**src/rtl/lam_unit.sv**
```systemverilog
// Load/store execution unit: one 32-bit memory access per command over a
// req/ready handshake, with extended load data returned to the register file.
module lam_unit #(
   parameter int unsigned MEM_TIMEOUT = 16
) (
   input  logic        clk,
   input  logic        rst_n,
   input  logic        lam_new,
   input  logic [8:0]  lam_control,
   input  logic        alu_valid,
   input  logic [31:0] alu_addr,
   output logic [4:0]  rf_rsel,
   input  logic [31:0] rf_rdata,
   output logic        mem_req,
   output logic        mem_we,
   output logic [31:0] mem_addr,
   output logic [31:0] mem_wdata,
   output logic [3:0]  mem_wstrb,
   input  logic        mem_ready,
   input  logic [31:0] mem_rdata,
   output logic        wb_en,
   output logic [4:0]  wb_sel,
   output logic [31:0] wb_data,
   output logic        busy,
   output logic        done,
   output logic        err
);

   typedef enum logic [1:0] {IDLE, ADDR, REQ, WB} state_t;

   state_t      state_q, state_d;
   logic [8:0]  cmd_q, cmd_d;
   logic [1:0]  off_q, off_d;
   logic [7:0]  cnt_q, cnt_d;
   logic        req_q, req_d;
   logic        we_q, we_d;
   logic [31:0] addr_q, addr_d;
   logic [31:0] wdata_q, wdata_d;
   logic [3:0]  wstrb_q, wstrb_d;
   logic        wb_en_q, wb_en_d;
   logic [4:0]  wb_sel_q, wb_sel_d;
   logic [31:0] wb_data_q, wb_data_d;
   logic        done_q, done_d;
   logic        err_q, err_d;

   logic [8:0]  cur_cmd;
   logic [2:0]  cur_f3;
   logic        cur_st;
   logic        legal;
   logic        misal;
   logic [3:0]  st_strb;
   logic [31:0] st_data;
   logic [31:0] shifted;
   logic [31:0] ld_data;

   // The command is checked from the live inputs when address and strobe coincide.
   assign cur_cmd = (state_q == IDLE) ? lam_control : cmd_q;
   assign cur_f3  = cur_cmd[7:5];
   assign cur_st  = cur_cmd[8];
   assign rf_rsel = (state_q == IDLE) ? lam_control[4:0] : cmd_q[4:0];

   always_comb begin
      legal = 1'b0;
      case (cur_f3)
         3'b000, 3'b001, 3'b010: legal = 1'b1;
         3'b100, 3'b101:         legal = !cur_st;
         default:                legal = 1'b0;
      endcase
      misal = (cur_f3[1:0] == 2'b01 && alu_addr[0]) ||
              (cur_f3[1:0] == 2'b10 && alu_addr[1:0] != 2'b00);
      st_strb = 4'b1111;
      st_data = rf_rdata;
      case (cur_f3[1:0])
         2'b00: begin
            st_strb = 4'b0001 << alu_addr[1:0];
            st_data = {4{rf_rdata[7:0]}};
         end
         2'b01: begin
            st_strb = 4'b0011 << alu_addr[1:0];
            st_data = {2{rf_rdata[15:0]}};
         end
         default: ;
      endcase
   end

   always_comb begin
      shifted = mem_rdata >> {off_q, 3'b000};
      case (cmd_q[7:5])
         3'b000:  ld_data = {{24{shifted[7]}}, shifted[7:0]};
         3'b001:  ld_data = {{16{shifted[15]}}, shifted[15:0]};
         3'b100:  ld_data = {24'b0, shifted[7:0]};
         3'b101:  ld_data = {16'b0, shifted[15:0]};
         default: ld_data = mem_rdata;
      endcase
   end

   always_comb begin
      state_d   = state_q;
      cmd_d     = cmd_q;
      off_d     = off_q;
      cnt_d     = cnt_q;
      req_d     = req_q;
      we_d      = we_q;
      addr_d    = addr_q;
      wdata_d   = wdata_q;
      wstrb_d   = wstrb_q;
      wb_en_d   = 1'b0;
      wb_sel_d  = wb_sel_q;
      wb_data_d = wb_data_q;
      done_d    = 1'b0;
      err_d     = 1'b0;
      case (state_q)
         IDLE, ADDR: begin
            if (state_q == IDLE && lam_new) begin
               cmd_d   = lam_control;
               state_d = ADDR;
            end
            if ((state_q == ADDR || lam_new) && alu_valid) begin
               if (!legal || misal) begin
                  err_d   = 1'b1;
                  state_d = IDLE;
               end else begin
                  state_d = REQ;
                  req_d   = 1'b1;
                  cnt_d   = 8'd0;
                  off_d   = alu_addr[1:0];
                  addr_d  = {alu_addr[31:2], 2'b00};
                  we_d    = cur_st;
                  wstrb_d = cur_st ? st_strb : 4'b0000;
                  wdata_d = cur_st ? st_data : wdata_q;
               end
            end
         end
         REQ: begin
            if (mem_ready) begin
               state_d = WB;
               req_d   = 1'b0;
               done_d  = 1'b1;
               if (!cmd_q[8]) begin
                  wb_data_d = ld_data;
                  wb_sel_d  = cmd_q[4:0];
                  wb_en_d   = (cmd_q[4:0] != 5'd0);
               end
            end else if (cnt_q == 8'(MEM_TIMEOUT - 1)) begin
               state_d = IDLE;
               req_d   = 1'b0;
               err_d   = 1'b1;
            end else begin
               cnt_d = cnt_q + 8'd1;
            end
         end
         default: state_d = IDLE;
      endcase
   end

   always_ff @(posedge clk or negedge rst_n) begin
      if (!rst_n) begin
         state_q   <= IDLE;
         cmd_q     <= '0;
         off_q     <= '0;
         cnt_q     <= '0;
         req_q     <= 1'b0;
         we_q      <= 1'b0;
         addr_q    <= '0;
         wdata_q   <= '0;
         wstrb_q   <= '0;
         wb_en_q   <= 1'b0;
         wb_sel_q  <= '0;
         wb_data_q <= '0;
         done_q    <= 1'b0;
         err_q     <= 1'b0;
      end else begin
         state_q   <= state_d;
         cmd_q     <= cmd_d;
         off_q     <= off_d;
         cnt_q     <= cnt_d;
         req_q     <= req_d;
         we_q      <= we_d;
         addr_q    <= addr_d;
         wdata_q   <= wdata_d;
         wstrb_q   <= wstrb_d;
         wb_en_q   <= wb_en_d;
         wb_sel_q  <= wb_sel_d;
         wb_data_q <= wb_data_d;
         done_q    <= done_d;
         err_q     <= err_d;
      end
   end

   assign mem_req   = req_q;
   assign mem_we    = we_q;
   assign mem_addr  = addr_q;
   assign mem_wdata = wdata_q;
   assign mem_wstrb = wstrb_q;
   assign wb_en     = wb_en_q;
   assign wb_sel    = wb_sel_q;
   assign wb_data   = wb_data_q;
   assign done      = done_q;
   assign err       = err_q;
   assign busy      = (state_q != IDLE);

endmodule

```
**config.mk**
```make
export PLATFORM = sky130hd
export DESIGN_NAME = lam_unit
export DESIGN_NICKNAME = d
export VERILOG_FILES = /design/src/rtl/lam_unit.sv
export SDC_FILE = /design/constraint.sdc
export NUM_CORES = 1
export LEC_CHECK = 0
export ABC_AREA = 1
export CORE_MARGIN = 4
export CORE_UTILIZATION = 45
export DETAILED_ROUTE_END_ITERATION = 8
export HOLD_SLACK_MARGIN = 0.1
export PLACE_DENSITY = 0.85
export SETUP_SLACK_MARGIN = 0.4
export SLEW_MARGIN = 5
export SYNTH_ARGS = -nofsm -noshare
export SYNTH_HDL_FRONTEND = slang
export SYNTH_SLANG_ARGS = --single-unit
```
**constraint.sdc**
```tcl
create_clock -name clk -period 3 [get_ports clk]
set_clock_uncertainty 0.1 [all_clocks]
set_input_delay 0.3 -clock clk [delete_from_list [all_inputs] [get_ports clk]]
set_output_delay 0.3 -clock clk [all_outputs]
set_load 0.03 [all_outputs]
```
==> flow_summary.json <==
{
  "port_buffers": 223,
  "synth_area_leaders": "dfrtp_1 (50%), nand2_1 (19%), nand3_1 (6.8%)",
  "worstPathRequired_ns": 2.60,
  "area_growth_pct": 45.4,
  "timing.final.crit_period_ns": 2.50,
  "syn_area_per_cell_um2": 7.56,
  "syn_area_mm2": 0.00643,
  "slew_headroom_pct": 48.0,
  "fillCellCount": 1159,
  "n_antenna_cell": 0,
  "core.rowCount": 43,
  "finalMaxSlewViolations": 0,
  "ys_seq_area_share_pct": 50.2,
  "post-dp-hpwl_um": 14200,
  "first_global_vias": 6388,
  "start_util_pct": 46.2,
  "die_area_mm2": 0.0163,
  "ys_warn_count": 0,
  "synth_cell_types": 31,
  "critPathLaunchType": "flop",
  "setup_viol": 0,
  "overflow": 0,
  "core_area_mm2": 0.0139,
  "htreeDepth": 4,
  "drtAntennaViolNets": 0,
  "antenna_found_initial": 0,
  "wl_per_cell_um": 16.1,
  "outcome": "finished, final reports clean",
  "clock-root-buffer": "clkbuf_16",
  "drt_iter0_markers": 766,
  "grt_pass1_wl_um": 32100,
  "leakage_nw": 4.50,
  "cts_tree": "built",
  "whs_ns": 0.315,
  "place_ws_ns": 0.628,
  "totalPowerFinal_mw": 10.8,
  "cp_data_arrival_time_ns": 2.10,
  "critPathMaxFanout": 13,
  "dr.pass1.iters": 6,
  "drc_errors": 0,
  "endpoint_kind": "output port",
  "hold_path_class": "input port to flop",
  "vdd_drop_max_uv": 690,
  "grt_start_max_net_pins": 75,
  "rsz0062_at_grt": "no",
  "gp_congestion": 0.864,
  "ys_ff_latch": 129,
  "setup_slack_ns": 0.499,
  "die_x_um": 128,
  "fin_util_pct": 67.1,
  "drive_gt1_share_pct": 6.36,
  "fp.dieH_um": 128,
  "layout.nets": 1167,
  "postSynthCellCount": 851,
  "finalHoldViolCount": 0,
  "maxCapViolCount": 0,
  "viasPerCell": 5.24,
  "ios": 226,
  "clockBufferDepth": 2,
  "critical_path_class": "flop to output port",
  "power_density_mw_per_mm2": 1150,
  "dr_total_vias": 6550,
  "cts.clk_slew.worst_paths_ns": 0.06,
  "synth_top_area_share_pct": 50.2,
  "max_freq_mhz": 400,
  "finalCritPeriodShare_pct": 83.4,
  "yosys.area.top_type": "dfrtp_1",
  "grt_use_total_pct": 24.8,
  "cts_buffers": 17,
  "worstMarginPinSlew_ns": 0.779,
  "wl_um": 20100,
  "numClockSinks": 129,
  "clock_latency_ns": 0.41,
  "setup_tns_ns": 0
}
-- what timing repair did --
item                                    CTS  global route
gates resized for setup                   0             1
hold buffers                              1             0
endpoints found under the hold margin    73             0
setup buffers                             0             0
endpoints found under the setup margin    0             1
-- routing by layer --
| metal | GRT usage (%) | part of all wire, % | vias to the layer above |
|---|---|---|---|
| met1 | 31.0 | 39 | 3014 |
| met4 | 7.12 | 1.9 | 0 |
| met3 | 9.20 | 13 | 31 |
| met5 | 0 | 0 | - |
| met2 | 40.4 | 47 | 374 |
| li1 | - | - | 3131 |
-- power breakdown --
group	internal, mW	switching [mW]	total (mW)
clock	1.22	0.768	1.99
sequential	2.49	0.449	2.94
combinational	2.11	3.72	5.83
-- worst paths after layout --
path | startpoint | end | slack, ns | cells after the start
hold / removal | alu_addr[12] | mem_addr[12] | 0.32 | 3
hold reg to reg | mem_wdata[16] | mem_wdata[16] | 0.37 | 2
min in group asynchronous | rst_n | wb_sel[3] | 0.38 | 2
setup / recovery | state_q[1] | rf_rsel[3] | 0.50 | 5
setup reg to reg | state_q[1] | cnt_q[2] | 0.62 | 9
max in group asynchronous | rst_n | mem_wdata[13] | 1.66 | 3
-- critical path, stage by stage (launching register included) --
cell,delay [ns]
dfrtp_1,0.45
nor2_1,0.13
buf_4,0.20
nand2_1,0.07
o21ai_0,0.12
clkdlybuf4s50_1,0.72
-- registers in the layout (all words and copies together) (netlist names) --
| name | count |
|---|---|
| err | 1 |
| wb_en | 1 |
| mem_wdata | 32 |
| wb_data | 32 |
| mem_we | 1 |
| state_q | 2 |
| wb_sel | 5 |
| cmd_q | 9 |
| done | 1 |
| mem_wstrb | 4 |
| mem_req | 1 |
| off_q | 2 |
| mem_addr | 30 |
| cnt_q | 8 |
-- cells by family (layout without fill, tap and decap cells) --
logic type	count (synthesis)	in the layout	synth area share, %
compound gates	139	139	10.9
xor+xnor	4	4	0.545
fa+ha+maj	1	1	0.194
buf+inv	114	331	7.80
flops	129	129	50.2
other cells	1	2	0.0583
simple gates	463	463	30.4
-- area by class of cell --
cell class                      instances  area [um2]  area share [%]
Inverter                               60         225            2.41
Sequential cell                       129        3230            34.5
Tap cell                              180         225            2.41
Clock inverter                         14         141            1.51
Timing Repair Buffer                  239        2390            25.6
Multi-Input combinational cell        609        2710            29.0
Clock buffer                           18         429            4.59
-- layout by cell type, fill, tap and decap left out, types with 5 or more instances in the layout --
cell type	instances
nor3_1	6
clkdlybuf4s50_1	222
inv_1	54
nand3_2	5
buf_4	12
nand3_1	87
o21ai_1	9
clkbuf_16	17
nand2_1	318
nor2_1	32
a21oi_1	43
inv_2	5
o21ai_0	85
dfrtp_1	129
clkinv_2	5
-- per-stage QoR --
| step | cells | instance area, um2 |
|---|---|---|
| CTS | 1249 | 9350 |
| detailed placement | 1216 | 8770 |
| global placement | 1216 | 8770 |
| finish | 1249 | 9350 |
| floorplan | 852 | 6440 |
| global route | 1249 | 9350 |
-- cells in the mapped netlist (all sizes together) --
master / count
nand2: 324
dfrtp: 129
o21ai: 94
nand3: 93
inv: 59
a21oi: 43
nor2: 35
buf: 27
clkbuf: 27
nor3: 6
nand4: 4
xor2: 3
a21o: 1
clkinv: 1
conb: 1
ha: 1
nor3b: 1
o22ai: 1
xnor2: 1
No activity file was read; power rests on OpenSTA's default activity.
